$ cat src/rtl/level_progress_tracker.sv
// Per-level goal/coin tracker: watches the player against the active level's goal box and coin,
// handles enemy hits (respawn hold, coin loss, death count) and raises the End/Coin flags.
module level_progress_tracker #(
   parameter int unsigned GOAL_HOLD   = 8,
   parameter int unsigned RESPAWN_CYC = 60,
   parameter int unsigned COIN_REACH  = 8
) (
   input  logic        Clk,
   input  logic        Reset_n,
   input  logic        Level1_Active,
   input  logic        Level2_Active,
   input  logic        Level3_Active,
   input  logic [9:0]  PlayerX,
   input  logic [9:0]  PlayerY,
   input  logic        Player_Hit,
   input  logic [9:0]  Goal_X0,
   input  logic [9:0]  Goal_X1,
   input  logic [9:0]  Goal_Y0,
   input  logic [9:0]  Goal_Y1,
   input  logic [9:0]  Coin_X,
   input  logic [9:0]  Coin_Y,
   output logic        Level1_End,
   output logic        Level2_End,
   output logic        Level3_End,
   output logic        CoinCollected_Level2,
   output logic        CoinCollected_Level3,
   output logic        Respawn,
   output logic [15:0] Death_Count
);

   localparam int unsigned GW = $clog2(GOAL_HOLD + 1);
   localparam int unsigned DW = (RESPAWN_CYC > 1) ? $clog2(RESPAWN_CYC) : 1;

   typedef enum logic [1:0] {StIdle, StPlay, StDead, StDone} state_e;

   state_e          state_q, state_d;
   logic [1:0]      lvl_q, lvl_d;
   logic [GW-1:0]   goal_cnt_q, goal_cnt_d;
   logic [DW-1:0]   dead_cnt_q, dead_cnt_d;
   logic            coin_q, coin_d;
   logic            respawn_q, respawn_d;
   logic [15:0]     death_cnt_q, death_cnt_d;

   logic            any_active;
   logic            lvl_active;
   logic            in_goal;
   logic            goal_ok;
   logic            coin_near;
   logic signed [10:0] dx, dy;
   logic [10:0]     adx, ady;
   logic [15:0]     death_inc;

   assign any_active = Level1_Active | Level2_Active | Level3_Active;

   always_comb begin
      unique case (lvl_q)
         2'd1:    lvl_active = Level1_Active;
         2'd2:    lvl_active = Level2_Active;
         default: lvl_active = Level3_Active;
      endcase
   end

   assign in_goal = (PlayerX >= Goal_X0) && (PlayerX <= Goal_X1) &&
                    (PlayerY >= Goal_Y0) && (PlayerY <= Goal_Y1);

   // In levels 2 and 3 the goal only counts once the coin is already held.
   assign goal_ok = in_goal && ((lvl_q == 2'd1) || coin_q);

   // Zero-extended 11-bit signed differences, so coordinates near 0 never wrap.
   assign dx  = $signed({1'b0, PlayerX}) - $signed({1'b0, Coin_X});
   assign dy  = $signed({1'b0, PlayerY}) - $signed({1'b0, Coin_Y});
   assign adx = dx[10] ? 11'(-dx) : 11'(dx);
   assign ady = dy[10] ? 11'(-dy) : 11'(dy);

   assign coin_near = (lvl_q != 2'd1) && (adx <= 11'(COIN_REACH)) && (ady <= 11'(COIN_REACH));

   assign death_inc = (death_cnt_q == 16'hFFFF) ? death_cnt_q : death_cnt_q + 16'd1;

   always_ff @(posedge Clk or negedge Reset_n) begin
      if (!Reset_n) begin
         state_q     <= StIdle;
         lvl_q       <= 2'd1;
         goal_cnt_q  <= '0;
         dead_cnt_q  <= '0;
         coin_q      <= 1'b0;
         respawn_q   <= 1'b0;
         death_cnt_q <= 16'd0;
      end else begin
         state_q     <= state_d;
         lvl_q       <= lvl_d;
         goal_cnt_q  <= goal_cnt_d;
         dead_cnt_q  <= dead_cnt_d;
         coin_q      <= coin_d;
         respawn_q   <= respawn_d;
         death_cnt_q <= death_cnt_d;
      end
   end

   always_comb begin
      state_d     = state_q;
      lvl_d       = lvl_q;
      goal_cnt_d  = goal_cnt_q;
      dead_cnt_d  = dead_cnt_q;
      coin_d      = coin_q;
      respawn_d   = 1'b0;
      death_cnt_d = death_cnt_q;

      unique case (state_q)
         StIdle: begin
            if (any_active) begin
               state_d    = StPlay;
               lvl_d      = Level1_Active ? 2'd1 : (Level2_Active ? 2'd2 : 2'd3);
               goal_cnt_d = '0;
               coin_d     = 1'b0;
            end
         end
         StPlay: begin
            if (!lvl_active) begin
               state_d    = StIdle;
               goal_cnt_d = '0;
               coin_d     = 1'b0;
            end else if (Player_Hit) begin
               // A hit overrides any goal or coin event in the same cycle.
               state_d     = StDead;
               goal_cnt_d  = '0;
               dead_cnt_d  = '0;
               coin_d      = 1'b0;
               death_cnt_d = death_inc;
            end else begin
               if (goal_ok) begin
                  goal_cnt_d = goal_cnt_q + GW'(1);
                  if (goal_cnt_q == GW'(GOAL_HOLD - 1)) begin
                     state_d = StDone;
                  end
               end else begin
                  goal_cnt_d = '0;
               end
               if (coin_near) begin
                  coin_d = 1'b1;
               end
            end
         end
         StDead: begin
            if (!lvl_active) begin
               state_d    = StIdle;
               goal_cnt_d = '0;
               coin_d     = 1'b0;
            end else if (dead_cnt_q == DW'(RESPAWN_CYC - 1)) begin
               state_d    = StPlay;
               dead_cnt_d = '0;
               respawn_d  = 1'b1;
            end else begin
               dead_cnt_d = dead_cnt_q + DW'(1);
            end
         end
         StDone: begin
            if (!lvl_active) begin
               state_d    = StIdle;
               goal_cnt_d = '0;
               coin_d     = 1'b0;
            end
         end
         default: state_d = StIdle;
      endcase
   end

   always_comb begin
      Level1_End           = (state_q == StDone) && (lvl_q == 2'd1);
      Level2_End           = (state_q == StDone) && (lvl_q == 2'd2);
      Level3_End           = (state_q == StDone) && (lvl_q == 2'd3);
      CoinCollected_Level2 = coin_q && (lvl_q == 2'd2);
      CoinCollected_Level3 = coin_q && (lvl_q == 2'd3);
      Respawn              = respawn_q;
      Death_Count          = death_cnt_q;
   end

endmodule

$ cat config.mk
export PLATFORM = sky130hd
export DESIGN_NAME = level_progress_tracker
export DESIGN_NICKNAME = d
export VERILOG_FILES = /design/src/rtl/level_progress_tracker.sv
export SDC_FILE = /design/constraint.sdc
export NUM_CORES = 1
export LEC_CHECK = 0
export CAP_MARGIN = 20
export CORE_ASPECT_RATIO = 0.75
export CORE_UTILIZATION = 52
export DETAILED_ROUTE_END_ITERATION = 8
export PLACE_DENSITY = 0.92
export SLEW_MARGIN = 20
export SYNTH_ARGS = -nofsm -noshare
export SYNTH_HDL_FRONTEND = slang
export SYNTH_SLANG_ARGS = --single-unit
export TNS_END_PERCENT = 5
$ cat constraint.sdc
create_clock -name Clk -period 6.5 [get_ports Clk]
set_clock_uncertainty 0.05 [all_clocks]
set_input_delay 1.625 -clock Clk [delete_from_list [all_inputs] [get_ports Clk]]
set_output_delay 1.625 -clock Clk [all_outputs]
set_load 0.02 [all_outputs]
==> summary.txt <==
Detailed routing
  – Routed WL per cell: 15.3 µm
  – TritonRoute pass-1 iters: 5
  – Total Wirelength: 11.0 mm
  – ANT nets after route: 0
  – Detailed-route via count: 4148
  – # DRC: 0
  – Vias per cell: 5.79
  – DR iter-0 viols: 192

Timing
  – Final min period: 4740 ps
  – Unrepaired setup endpoints after global routing: no
  – Fmax: 0.211 GHz
  – Final Hold Viols: 0
  – Final worst-path cycle share: 72.9%
  – Slew HR: 45.7%
  – Setup WS post-layout: 1760 ps
  – Hold slack final: 456 ps
  – Measured slew at the worst slew-check pin: 794 ps
  – Final setup fails: 0
  – Total Neg Setup Slack: 0 ps
  – Final slew viol count: 0

Synth
  – FF+latch count, synth: 32
  – Syn Inst Count: 504
  – Synth warnings: 0
  – Netlist cell types: 69
  – Syn_nets: 658
  – Share of the synthesized area in the top cell type: 20.4%
  – Largest area contributor in the netlist: ha_1
  – Top_reg_cell synth: dfrtp_1
  – Number of synthesized flops with an enable pin: 0
  – Post-synthesis sequential area ratio: 19.8%
  – Mean post-synth cell area: 8.04 µm²
  – Largest cells by area after synthesis: ha_1 (20%), dfrtp_1 (19%), inv_1 (7.2%)
  – Mapped Area: 0.00405 mm²
  – Fraction of registers with async set/reset: 100%

Clock tree
  – Clk_lat worst skew: 280 ps
  – Post-cts repair resize count: 0
  – Clock root cell: clkbuf_8
  – Clock transition at path regs: 70 ps
  – Clock sink count: 32
  – Setup bufs post-CTS: 0
  – Clock Tree Buf Depth: 2
  – # hold bufs at CTS: 0
  – CTS tree: yes
  – CTS Buf Count: 5
  – Htree depth: 2

Worst setup path
  – Worst Path Buf+Inv: 3
  – Worst path required time: 6640 ps
  – Largest delay contributor family on the critical path: simple AND/OR/NAND/NOR gates
  – CP endpoint kind: flip-flop
  – Worst setup SP type: input pin
  – Slowest CP cell: a211oi_1
  – CP Max Fanout: 5
  – Slowest cell delay on critical path: 400 ps
  – CP Class: in2reg
  – Worst EP arrival: 4870 ps
  – Most frequent CP cell: inv_1
  – R2R Setup Slk: 3530 ps
  – CP Cell Sequence: clkdlybuf4s50_1 -> inv_1 -> ha_1 -> inv_1 -> fa_1 -> a211oi_1 -> nor2_1 -> xnor2_1 -> and4_4 -> mux2i_1 -> a2bb2oi_1 -> or3_1 -> o31ai_1

Global route
  – Tot GR Track Use: 27.2%
  – GRT overflow: 0
  – Largest net degree at the start of global routing: 33
  – Initial antenna violation count: 0
  – Vias in the first global route: 3968
  – First-pass GRT wire length: 18.2 mm

Floorplan
  – Die height: 78.4 µm
  – Core area: 0.00743 mm²
  – Die width: 104 µm
  – Number of core rows: 27
  – Top Ports: 108
  – Initial core utilization: 54.5%
  – Die ar.: 0.00815 mm²

Place
  – Worst slack at placement: 1510 ps
  – HPWL after DPL: 9.04 mm
  – Dpl cell area: 0.00524 mm²
  – Placer Congestion: 0.921
  – Port buffer count: 107

Final layout
  – Fill cells: 568
  – Most frequent cells in the layout: clkdlybuf4s50_1 (107), inv_1 (78), ha_1 (66)
  – Finished Cell Area: 0.00535 mm²
  – Layout cells sized above 1: 5.37%
  – Diodes inserted: 0
  – Area Overhead vs Synth: 32.0%
  – Commonest non-fill, non-tap cell in the layout: clkdlybuf4s50_1
  – Nets@finish: 768

Power
  – PwrDens: 178 mW/mm²
  – Worst VDD drop: 0.107 mV
  – Leakage power: 2.54 nW

Flow run
  – Max-cap violations: 0

Hold path
  – Hold Path Class: reg2reg

Status
  – Status: finished, final reports clean
## per-stage QoR
step | utilization (%) | power (W) | std cells
final | 72.0 | 0.000949 | 716
after CTS | 72.0 | 0.000944 | 716
after detailed placement | 70.5 | 0.000748 | 708
after global routing | 72.0 | 0.00102 | 716
after floorplan | - | 0.000582 | 504
after global placement | 70.5 | 0.000726 | 708
## cells in the mapped netlist, types with 4 or more instances
cell        n
a2111oi_0   4
nand2_1    31
a31o_2      4
a21oi_2     4
nand4_1    12
a21oi_1    26
inv_1      78
a31oi_1     4
nand3_1    15
a21o_1     14
xor2_1     13
nor2_1     32
o21ai_0    25
or3_1       5
a211oi_1    7
o21a_1      8
and2_1      6
ha_1       66
clkbuf_1    4
dfrtp_1    31
nor3_1     10
nor3b_1     4
o31ai_1     4
o211ai_1    6
xnor2_1    18
and3_1      7
nor2b_1     5
nand2b_1   10
## cell type report
type / count / area [µm²] / share of cell area, %
clock buffer: 5 / 68.8 / 1.29
timing repair buffer: 108 / 1080 / 20.2
multi-input combinational: 389 / 2940 / 54.9
sequential: 32 / 802 / 15.0
inverter: 78 / 293 / 5.47
clock inverter: 3 / 42.5 / 0.796
tap: 101 / 126 / 2.36
## state kept, by name, indices dropped and copies added, names as in the netlist
signal / flops
Death_Count: 16
Respawn: 1
coin_q: 1
dead_cnt_q: 6
goal_cnt_q: 4
lvl_q: 2
state_q: 2
## worst register-to-register path: stages, from the launching register on
cell      delay (ps)
dfstp_2          540
inv_1             60
ha_1             310
nor2_1           130
a21oi_2           90
nor3b_2          300
nor4b_1          240
o311ai_0         210
or4_1            620
o21bai_1         210
a21o_1           140
## layer usage
| metal | wire, µm | part of all wire (%) | GRT usage (%) |
|---|---|---|---|
| met5 | 0 | 0 | 0 |
| met4 | 294 | 2.7 | 8.29 |
| met3 | 750 | 6.8 | 4.49 |
| met2 | 5010 | 46 | 46.9 |
| met1 | 4910 | 45 | 34.9 |
## kinds of logic (layout without fill, tap and decap cells)
kind of cell | after synthesis | after routing | synth area share (%)
mux | 3 | 3 | 0.803
buf+inv | 83 | 194 | 7.72
xor+xnor | 31 | 31 | 6.70
compound gates | 133 | 133 | 23.3
fa+ha+maj | 69 | 69 | 21.6
simple gates | 153 | 153 | 20.1
flops | 32 | 32 | 19.8
## final timing paths
check / to / cells past startpoint / from
max in group asynchronous: lvl_q[0] / 2 / Reset_n
hold / removal: Death_Count[6] / 1 / Death_Count[6]
min in group asynchronous: dead_cnt_q[3] / 2 / Reset_n
setup / recovery: coin_q / 13 / PlayerX[0]
setup reg to reg: goal_cnt_q[2] / 10 / lvl_q[0]
hold reg to reg: Death_Count[6] / 1 / Death_Count[6]
## power breakdown
part | switching (W) | internal [W] | total (W)
clock network | 0.0000771 | 0.000113 | 0.000190
registers | 0.0000451 | 0.000230 | 0.000275
logic | 0.000258 | 0.000227 | 0.000484
Note: power is estimated with default switching activity, not from simulation.
